[config.mk]
export PLATFORM = sky130hd
export DESIGN_NAME = scroll_addr_gen_flat
export DESIGN_NICKNAME = d
export VERILOG_FILES = /design/src/rtl/scroll_addr_gen_if.sv /design/src/rtl/scroll_addr_gen.sv /design/src/flat_wrapper.sv
export SDC_FILE = /design/constraint.sdc
export NUM_CORES = 1
export LEC_CHECK = 0
export CORE_MARGIN = 3
export CORE_UTILIZATION = 41
export CTS_CLUSTER_DIAMETER = 30
export DETAILED_ROUTE_END_ITERATION = 10
export PLACE_DENSITY = 0.63
export SYNTH_ARGS = -nofsm -noshare
export SYNTH_HDL_FRONTEND = slang
export SYNTH_SLANG_ARGS = --single-unit
[constraint.sdc]
create_clock -name clk -period 5.87 [get_ports clk]
set_input_delay 0.587 -clock clk [delete_from_list [all_inputs] [get_ports clk]]
set_output_delay 0.587 -clock clk [all_outputs]
set_load 0.01 [all_outputs]
[src/rtl/scroll_addr_gen_if.sv]
`default_nettype none
// ============================================================================
// Module   : scroll_addr_gen_if
// Purpose  : Timing-controller <-> scroll address generator signal bundle.
//            Optional mirror input is present when SCROLL_MIRROR_EN is defined.
// Revision : 1.0  initial release
// ============================================================================
interface scroll_addr_gen_if #(
  parameter int CNT_W  = 10,
  parameter int ADDR_W = 16
);
  logic [CNT_W-1:0]  h_cnt_i;
  logic [CNT_W-1:0]  v_cnt_i;
  logic              frame_tick_i;
  logic              pause_i;
  logic              step_i;
  logic              backward_i;
  logic              vmode_i;
`ifdef SCROLL_MIRROR_EN
  logic              mirror_i;
`endif
  logic [ADDR_W-1:0] pixel_addr_o;
  logic              pixel_valid_o;
  logic [CNT_W-1:0]  pos_h_o;
  logic [CNT_W-1:0]  pos_v_o;
  logic              running_o;

  modport master (
    output h_cnt_i, v_cnt_i, frame_tick_i, pause_i, step_i, backward_i, vmode_i,
`ifdef SCROLL_MIRROR_EN
    output mirror_i,
`endif
    input  pixel_addr_o, pixel_valid_o, pos_h_o, pos_v_o, running_o
  );

  modport slave (
    input  h_cnt_i, v_cnt_i, frame_tick_i, pause_i, step_i, backward_i, vmode_i,
`ifdef SCROLL_MIRROR_EN
    input  mirror_i,
`endif
    output pixel_addr_o, pixel_valid_o, pos_h_o, pos_v_o, running_o
  );
endinterface
`default_nettype wire

[src/rtl/scroll_addr_gen.sv]
`default_nettype none
// ============================================================================
// Module   : scroll_addr_gen
// Purpose  : Scrolling-image ROM address generator with pause/step/speed
//            control. Define SCROLL_MIRROR_EN to add horizontal mirroring.
// Revision : 1.0  initial release
// ============================================================================
module scroll_addr_gen #(
  parameter int IMG_W       = 260,
  parameter int IMG_H       = 120,
  parameter int H_START     = 160,
  parameter int V_START     = 120,
  parameter int SCALE_SHIFT = 1,
  parameter int SPEED_DIV   = 1,
  parameter int CNT_W       = 10,
  parameter int ADDR_W      = 16
) (
  input  logic             clk,
  input  logic             rst_n,
  scroll_addr_gen_if.slave bus
);

  localparam logic [1:0] S_PAUSED = 2'd0;
  localparam logic [1:0] S_RUN    = 2'd1;
  localparam logic [1:0] S_STEP   = 2'd2;

  localparam int               SPD_W      = (SPEED_DIV > 1) ? $clog2(SPEED_DIV) : 1;
  localparam logic [SPD_W-1:0] SPD_LAST   = SPD_W'(SPEED_DIV - 1);
  localparam logic [CNT_W-1:0] POS_H_LAST = CNT_W'(IMG_W - 1);
  localparam logic [CNT_W-1:0] POS_V_LAST = CNT_W'(IMG_H - 1);
  localparam logic [CNT_W:0]   IMG_W_X    = (CNT_W+1)'(IMG_W);
  localparam logic [CNT_W:0]   IMG_H_X    = (CNT_W+1)'(IMG_H);
  localparam logic [CNT_W:0]   H_LO       = (CNT_W+1)'(H_START);
  localparam logic [CNT_W:0]   H_HI       = (CNT_W+1)'(H_START + (IMG_W << SCALE_SHIFT));
  localparam logic [CNT_W:0]   V_LO       = (CNT_W+1)'(V_START);
  localparam logic [CNT_W:0]   V_HI       = (CNT_W+1)'(V_START + (IMG_H << SCALE_SHIFT));

  logic [1:0]        state_q, state_d;
  logic              pause_q, step_q;
  logic              pause_edge, step_edge;
  logic [SPD_W-1:0]  spd_q, spd_d;
  logic [CNT_W-1:0]  pos_h_q, pos_h_d;
  logic [CNT_W-1:0]  pos_v_q, pos_v_d;
  logic [ADDR_W-1:0] addr_q, addr_d;
  logic              valid_q, valid_d;
  logic              running;
  logic              advance;

  logic [CNT_W:0]    h_ext, v_ext, h_rel, v_rel;
  logic [CNT_W:0]    col_sum, row_sum, col, row;

  assign pause_edge = bus.pause_i & ~pause_q;
  assign step_edge  = bus.step_i  & ~step_q;

  always_ff @(posedge clk or negedge rst_n) begin
    if (!rst_n) begin
      state_q <= S_PAUSED;
    end else begin
      state_q <= state_d;
    end
  end

  // Pause beats step when both edges land in the same PAUSED cycle.
  always_comb begin
    state_d = state_q;
    case (state_q)
      S_PAUSED: begin
        if (pause_edge) begin
          state_d = S_RUN;
        end else if (step_edge) begin
          state_d = S_STEP;
        end
      end
      S_RUN: begin
        if (pause_edge) begin
          state_d = S_PAUSED;
        end
      end
      S_STEP:  state_d = S_PAUSED;
      default: state_d = S_PAUSED;
    endcase
  end

  always_comb begin
    running = 1'b0;
    advance = 1'b0;
    spd_d   = spd_q;
    case (state_q)
      S_RUN: begin
        running = 1'b1;
        if (pause_edge) begin
          spd_d = '0;
        end else if (bus.frame_tick_i) begin
          if (spd_q == SPD_LAST) begin
            spd_d   = '0;
            advance = 1'b1;
          end else begin
            spd_d = spd_q + 1'b1;
          end
        end
      end
      S_STEP:  advance = 1'b1;
      default: ;
    endcase
  end

  always_comb begin
    pos_h_d = pos_h_q;
    pos_v_d = pos_v_q;
    if (advance) begin
      if (!bus.vmode_i) begin
        if (bus.backward_i) begin
          pos_h_d = (pos_h_q == '0) ? POS_H_LAST : pos_h_q - 1'b1;
        end else begin
          pos_h_d = (pos_h_q == POS_H_LAST) ? '0 : pos_h_q + 1'b1;
        end
      end else begin
        if (bus.backward_i) begin
          pos_v_d = (pos_v_q == '0) ? POS_V_LAST : pos_v_q - 1'b1;
        end else begin
          pos_v_d = (pos_v_q == POS_V_LAST) ? '0 : pos_v_q + 1'b1;
        end
      end
    end
  end

  // One extra bit keeps offset + position sums from overflowing before the wrap compare.
  always_comb begin
    h_ext   = {1'b0, bus.h_cnt_i};
    v_ext   = {1'b0, bus.v_cnt_i};
    h_rel   = (h_ext - H_LO) >> SCALE_SHIFT;
    v_rel   = (v_ext - V_LO) >> SCALE_SHIFT;
    col_sum = h_rel + {1'b0, pos_h_q};
    row_sum = v_rel + {1'b0, pos_v_q};
    col     = (col_sum >= IMG_W_X) ? col_sum - IMG_W_X : col_sum;
    row     = (row_sum >= IMG_H_X) ? row_sum - IMG_H_X : row_sum;
`ifdef SCROLL_MIRROR_EN
    if (bus.mirror_i) begin
      col = IMG_W_X - (CNT_W+1)'(1) - col;
    end
`endif
    valid_d = (h_ext >= H_LO) && (h_ext < H_HI) && (v_ext >= V_LO) && (v_ext < V_HI);
    addr_d  = valid_d ? (ADDR_W'(col) + ADDR_W'(IMG_W) * ADDR_W'(row)) : '0;
  end

  always_ff @(posedge clk or negedge rst_n) begin
    if (!rst_n) begin
      pause_q <= 1'b0;
      step_q  <= 1'b0;
      spd_q   <= '0;
      pos_h_q <= '0;
      pos_v_q <= '0;
      addr_q  <= '0;
      valid_q <= 1'b0;
    end else begin
      pause_q <= bus.pause_i;
      step_q  <= bus.step_i;
      spd_q   <= spd_d;
      pos_h_q <= pos_h_d;
      pos_v_q <= pos_v_d;
      addr_q  <= addr_d;
      valid_q <= valid_d;
    end
  end

  assign bus.pixel_addr_o  = addr_q;
  assign bus.pixel_valid_o = valid_q;
  assign bus.pos_h_o       = pos_h_q;
  assign bus.pos_v_o       = pos_v_q;
  assign bus.running_o     = running;

endmodule
`default_nettype wire

[src/flat_wrapper.sv]
// flat-port wrapper written by rule: the top's interface ports become plain ports
module scroll_addr_gen_flat 
#(
  parameter int IMG_W       = 260,
  parameter int IMG_H       = 120,
  parameter int H_START     = 160,
  parameter int V_START     = 120,
  parameter int SCALE_SHIFT = 1,
  parameter int SPEED_DIV   = 1,
  parameter int CNT_W       = 10,
  parameter int ADDR_W      = 16
)
  (clk, rst_n, bus_h_cnt_i, bus_v_cnt_i, bus_frame_tick_i, bus_pause_i, bus_step_i, bus_backward_i, bus_vmode_i, bus_pixel_addr_o, bus_pixel_valid_o, bus_pos_h_o, bus_pos_v_o, bus_running_o);
  scroll_addr_gen_if #(.CNT_W(CNT_W), .ADDR_W(ADDR_W)) bus_i ();
  input  logic clk;
  input  logic rst_n;
  input wire logic [$bits(bus_i.h_cnt_i)-1:0] bus_h_cnt_i;
  input wire logic [$bits(bus_i.v_cnt_i)-1:0] bus_v_cnt_i;
  input wire logic [$bits(bus_i.frame_tick_i)-1:0] bus_frame_tick_i;
  input wire logic [$bits(bus_i.pause_i)-1:0] bus_pause_i;
  input wire logic [$bits(bus_i.step_i)-1:0] bus_step_i;
  input wire logic [$bits(bus_i.backward_i)-1:0] bus_backward_i;
  input wire logic [$bits(bus_i.vmode_i)-1:0] bus_vmode_i;
  output wire logic [$bits(bus_i.pixel_addr_o)-1:0] bus_pixel_addr_o;
  output wire logic [$bits(bus_i.pixel_valid_o)-1:0] bus_pixel_valid_o;
  output wire logic [$bits(bus_i.pos_h_o)-1:0] bus_pos_h_o;
  output wire logic [$bits(bus_i.pos_v_o)-1:0] bus_pos_v_o;
  output wire logic [$bits(bus_i.running_o)-1:0] bus_running_o;
  assign bus_i.h_cnt_i = bus_h_cnt_i;
  assign bus_i.v_cnt_i = bus_v_cnt_i;
  assign bus_i.frame_tick_i = bus_frame_tick_i;
  assign bus_i.pause_i = bus_pause_i;
  assign bus_i.step_i = bus_step_i;
  assign bus_i.backward_i = bus_backward_i;
  assign bus_i.vmode_i = bus_vmode_i;
  assign bus_pixel_addr_o = bus_i.pixel_addr_o;
  assign bus_pixel_valid_o = bus_i.pixel_valid_o;
  assign bus_pos_h_o = bus_i.pos_h_o;
  assign bus_pos_v_o = bus_i.pos_v_o;
  assign bus_running_o = bus_i.running_o;
  scroll_addr_gen #(.IMG_W(IMG_W), .IMG_H(IMG_H), .H_START(H_START), .V_START(V_START), .SCALE_SHIFT(SCALE_SHIFT), .SPEED_DIV(SPEED_DIV), .CNT_W(CNT_W), .ADDR_W(ADDR_W)) u_core (.clk(clk), .rst_n(rst_n), .bus(bus_i));
endmodule
## Yosys cells after proc, flatten, opt, wreduce, memory -nomap -nowiden

Index checks and enable logic that the tools add are counted.

- Add/sub/neg operators: 12
- Multipliers: 1
- Magnitude comparators: 6
- Equality and inequality tests: 6
- Mux-type cells: 21
- Bitwise operators: 5
- Reduce and logical (&&, ||, !) cells: 11

Operators by type and width:

| cell | count |
|---|---|
| 10-bit two-way mux | 6 |
| 10-bit by 10-bit adder with 11-bit output | 2 |
| 11-bit two-way mux | 2 |
| 10-bit by 1-bit adder with 10-bit output (second input constant) | 2 |
| 10-bit logical NOT | 2 |
| 10-bit by 1-bit subtractor with 10-bit output (second input constant) | 2 |
| 11-bit by 16-bit adder with 16-bit output | 1 |
| 16-bit two-way mux | 1 |
| 7-bit by 11-bit multiplier with 14-bit output (first input constant) | 1 |
| 11-bit by 7-bit greater-or-equal comparator with 1-bit output (second input constant) | 1 |
| 11-bit by 9-bit greater-or-equal comparator with 1-bit output (second input constant) | 1 |
| 10-bit by 7-bit subtractor with 11-bit output (second input constant) | 1 |
| 10-bit by 8-bit subtractor with 11-bit output (second input constant) | 1 |
| 11-bit by 7-bit subtractor with 11-bit output (second input constant) | 1 |
| 11-bit by 9-bit subtractor with 11-bit output (second input constant) | 1 |
| 10-bit by 7-bit equality test with 1-bit output (second input constant) | 1 |
| 10-bit by 9-bit equality test with 1-bit output (second input constant) | 1 |
| 10-bit by 7-bit greater-or-equal comparator with 1-bit output (second input constant) | 1 |
| 10-bit by 8-bit greater-or-equal comparator with 1-bit output (second input constant) | 1 |
| 10-bit less-than comparator (second input constant) | 1 |
| 10-bit by 9-bit less-than comparator with 1-bit output (second input constant) | 1 |
| 2-bit AND reduction | 4 |
| 1-bit two-way mux | 7 |
| 2-bit two-way mux | 3 |
| 12 further kinds | 17 |

- Register bits after elaboration: 42
- Bits of input ports: 27
- Output and inout bits: 38
- Logic and storage cells: 70

## Logic depth before layout (Yosys ltp)

Gate-level depths: netlist (run 1).

- Depth in word-level cells: 7
- Depth in mapped cells: 26
- Mapped depth without buffers: 26

## Worst setup path after synthesis (run 1)

Ideal clock, no wire load.

- Path type: input to register
- Start: input port bus_v_cnt_i[3]
- End: register u_core.addr_q[15] (netlist: u_core.bus.pixel_addr_o[15])
- Library setup time: 0.120 ns
- Arrival time: 5.261 ns
- Required time: 5.750 ns
- Slack: 0.490 ns
- Stages on the path: 24
- Buffers on the path: 0
- Cell sequence: ha_1 -> nand3_1 -> nor3b_1 -> xor2_1 -> ha_1 -> a21oi_1 -> nor3b_1 -> a311oi_2 -> a311oi_4 -> nand2_1 -> nand2_1 -> nand2_1 -> ha_1 -> ha_1 -> fa_1 -> a21o_1 -> a21oi_1 -> nor2b_1 -> or2_2 -> o21ai_0 -> and3_2 -> a311oi_1 -> a211o_1 -> and3_1

- Longest elaborated chain between the ends: 7
- Elaborated cells between the ends (all ways): 12
- Classes of those cells: add/sub: 4; mul: 1; order compare: 3; mux: 2; reduce/logical: 2

Ends and longest elaborated chain:

| item | line | text |
|---|---|---|
| start, declared | flat_wrapper.sv:18 | `input wire logic [$bits(bus_i.v_cnt_i)-1:0] bus_v_cnt_i;` |
| 10-bit by 7-bit subtractor with 11-bit output | scroll_addr_gen.sv:132 | `v_rel = (v_ext - V_LO) >> SCALE_SHIFT;` |
| 10-bit by 10-bit adder with 11-bit output | scroll_addr_gen.sv:134 | `row_sum = v_rel + {1'b0, pos_v_q};` |
| 11-bit by 7-bit subtractor with 11-bit output or 11-bit by 7-bit greater-or-equal comparator with 1-bit output (tied branches) | scroll_addr_gen.sv:136 | `row = (row_sum >= IMG_H_X) ? row_sum - IMG_H_X : row_sum;` |
| 11-bit two-way mux | scroll_addr_gen.sv:136 |  |
| 7-bit by 11-bit multiplier with 14-bit output | scroll_addr_gen.sv:143 | `addr_d = valid_d ? (ADDR_W'(col) + ADDR_W'(IMG_W) * ADDR_W'(row)) : '0;` |
| 11-bit by 16-bit adder with 16-bit output | scroll_addr_gen.sv:143 |  |
| 16-bit two-way mux * | scroll_addr_gen.sv:143 |  |
| via u_core.addr_d[15] | scroll_addr_gen.sv:44 | `logic [ADDR_W-1:0] addr_q, addr_d;` |
| end signal, assigned | scroll_addr_gen.sv:161 | `addr_q <= addr_d;` |
| end, declared | scroll_addr_gen.sv:44 |  |

The timed path passes the listed nets; every way through them passes the cells marked *.
A chain may end at the register's enable or synchronous reset.

## Worst setup path after layout (run 1)

- Start: input port bus_v_cnt_i[4]
- End: register u_core.addr_q[15] (netlist: u_core.bus.pixel_addr_o[15])

Same word-level chain as after synthesis.

==> results of run 1 <==
through the flow:
stage | utilization | cells
2_1_floorplan | - | 561
3_3_place_gp | 0.523 | 798
3_5_place_dp | 0.523 | 798
4_1_cts | 0.538 | 806
5_1_grt | 0.545 | 808
6_report | 0.545 | 808
kinds of logic (layout without fill, tap and decap cells):
family,after synthesis,after routing,share of synthesized area
muxes,9,9,0.0201
DFF,41,41,0.219
buffers and inverters,49,156,0.0495
and+or+nand+nor,185,185,0.202
adders and majority gates,57,57,0.159
xor gates and xnor gates,48,48,0.0944
AOI/OAI and AO/OA,172,172,0.256
sequential cells by signal (all words and copies together) (netlist names):
register / cells
u_core.bus.pos_v_o: 10
u_core.step_q: 1
u_core.state_q: 2
u_core.pause_q: 1
u_core.bus.pixel_valid_o: 1
u_core.bus.pos_h_o: 10
u_core.bus.pixel_addr_o: 16
worst reg2reg max path, stage by stage, from the launching register on:
cell and delay (ps):
dfrtp_1 510, ha_1 340, a21o_1 150, a21oi_1 220
o21bai_1 150, a2111oi_0 690, nor2_1 200, xnor2_1 260
a31oi_1 130, or2_1 280, mux2_1 380, ha_1 290
a21oi_1 200, o21ai_0 120, a21oi_1 230, o21bai_1 90
a21o_1 200, a31oi_1 260, or2b_1 170, o211ai_1 80
and3_1 190
final cells by class:
class,count,share of cell area
clock buffers,6,0.0215
clock inverters,2,0.00648
inverters,34,0.0213
multi-input cells,471,0.581
flip-flops and latches,41,0.171
well taps,140,0.0293
repair buffers,114,0.169
worst min-delay path by stage:
stage                                 start                           to  cells after the start
after detailed placement  u_core.state_q[0]            u_core.state_q[0]                      1
after CTS                             rst_n        u_core.bus.pos_v_o[6]                      1
after floorplan                       rst_n   u_core.bus.pixel_addr_o[0]                      0
after global routing                  rst_n  u_core.bus.pixel_addr_o[15]                      1
after global placement    u_core.state_q[1]            u_core.state_q[1]                      1
final                                 rst_n  u_core.bus.pixel_addr_o[15]                      1
layer usage:
layer / share of wire / wire [um] / track usage / vias up
met1: 0.45 / 5750 / 0.251 / 2177
met5: 0 / 0 / 0 / -
met4: 0.0086 / 111 / 0.0505 / 0
met3: 0.041 / 529 / 0.0251 / 10
met2: 0.50 / 6480 / 0.368 / 98
li1: - / - / - / 2273
cells in the mapped netlist (9+ instances only):
master | instances | area share
nor3_1 | 9 | 0.0096
clkbuf_1 | 10 | 0.0080
a21oi_1 | 50 | 0.053
dfrtp_1 | 41 | 0.22
nor2_1 | 47 | 0.038
a21o_1 | 10 | 0.016
xor2_1 | 18 | 0.034
or3_1 | 9 | 0.012
nand2_1 | 37 | 0.030
ha_1 | 53 | 0.14
and2_1 | 11 | 0.015
inv_1 | 33 | 0.026
a221oi_1 | 9 | 0.017
nand3_1 | 20 | 0.021
o21ai_0 | 30 | 0.032
xnor2_1 | 28 | 0.052
placed cells by master (no fill, tap or decap), types with 7 or more instances in the layout:
cell	synthesis	routed
a21o_1	10	10
a21oi_1	50	49
a221oi_1	9	9
a31oi_1	7	7
and2_1	11	11
buf_4	0	51
clkdlybuf4s50_1	0	60
dfrtp_1	41	41
ha_1	53	49
inv_1	33	33
nand2_1	37	37
nand2b_1	8	8
nand3_1	20	20
nor2_1	47	47
nor3_1	9	9
o21ai_0	30	29
o21bai_1	8	8
o22ai_1	8	8
o31ai_1	8	8
or3_1	9	9
xnor2_1	28	27
xor2_1	18	18
repair_timing:
item,CTS,global route
endpoints found under the setup margin,0,3
buffers inserted,0,2
gates resized for setup,0,15
endpoints found under the hold margin,0,0
==> flow_summary.ini, run 1 <==
[floorplan]
fp-row-count = 38
die_h_um = 113
initial_core_util = 0.426
ioPinCount = 65
die-area_um2 = 12700
dieWidth_um = 113
coreArea_um2 = 11000

[clocking]
clk_pin_slew_ps = 60
cts_tree = yes
cts_max_level = 2
clk_latency_ps = 290
clkSinkCount = 41
clock_path_buffers = 2
root_buffer = clkbuf_16
cts_made_buffers = 5
ctsHoldBuffers = 0

[setup_path]
critPathRequiredTime_ps = 6050
critical_path_depth = 26
crit_type = in -> reg
reg2reg_depth = 20
cp_slowest_cell = clkdlybuf4s50_1
crit_start = bus_v_cnt_i[4]
startpoint_type = primary input
r2r-end = u_core.bus.pixel_addr_o[15]
crit_fanout = 5
worst-r2r-setup-slack_ps = 610
rr_startpoint = u_core.bus.pos_h_o[1]
critPathBufInv = 2
arrival_ps = 5740
cpMostUsedCell = ha_1
crit_end = u_core.bus.pixel_addr_o[15]
cp_top_family = adder cells
cp-end-kind = register
max_stage_delay_ps = 430

[synth]
ys_seq_area_frac = 0.219
ys_ff_latch = 41
synth_cells = 561
synth_cell_types = 80
syn_nets = 645
ys_async_sr_fraction = 1.00
yosys_warnings = 0
ys.flop_type = dfrtp_1
synth_area_um2 = 4680
synth_edf_count = 0
avgSynthCellArea_um2 = 8.34

[sta]
period_share = 0.946
min_period_ps = 5550
max_freq_ghz = 0.180
finClkSkew_ps = 6.27
setup_ws_ps = 317
setup_viol_count_final = 0
drv_slew = 0
relSlewSlack = 0.342
hold_viol_final = 0
holdWs_ps = 455
tightest_slew_ps = 987
tns_ps = 0

[finish]
nNetsFinal = 751
ff_latch_area_um2 = 1030
drive_above_1_share = 0.142
antenna_cells = 0
syn_to_final_growth_pct = 27.9
multi_input_area_um2 = 3470
fill_cells = 1022
fin_area_um2 = 5980

[status]
status = complete, no violations

[placement]
placement.cell_area_um2 = 5740
dp_slack_ps = -146
portBuffers = 63
gp_congestion = 0.892
dpl.hpwl_mm = 10.0

[routing]
vias_per_cell = 5.64
drtAntennaViolNets = 0
drc = 0
drt_first_pass_iters = 4
wire_per_inst_um = 15.9
vias = 4558
drt_iter0_drc = 164
drt_wl_total_mm = 12.9

[global_routing]
grt_max_degree = 42
antenna_found_initial = 0
grt-ovfl-total = 0
grt_pass1_wl_mm = 21.2
grtUsageTotal = 0.202
grt_pass1_vias = 4579

[hold_path]
min_path_type = in -> async

[job]
drv_cap = 0
Power of run 1 is left out: the tool's default activity adds up to more than one toggle a clock period on the data nets, which glitch-free logic cannot reach.
==> run 2, diff against run 1 <==
--- a/config.mk
+++ b/config.mk
@@ -5,6 +5,7 @@
 export SDC_FILE = /design/constraint.sdc
 export NUM_CORES = 1
 export LEC_CHECK = 0
+export CAP_MARGIN = 5
 export CORE_MARGIN = 3
 export CORE_UTILIZATION = 41
 export CTS_CLUSTER_DIAMETER = 30
==> results of run 2 <==
No change in the layout: final DEF, timing and power equal those of run 1.
Power of run 2 is left out for the same reason.
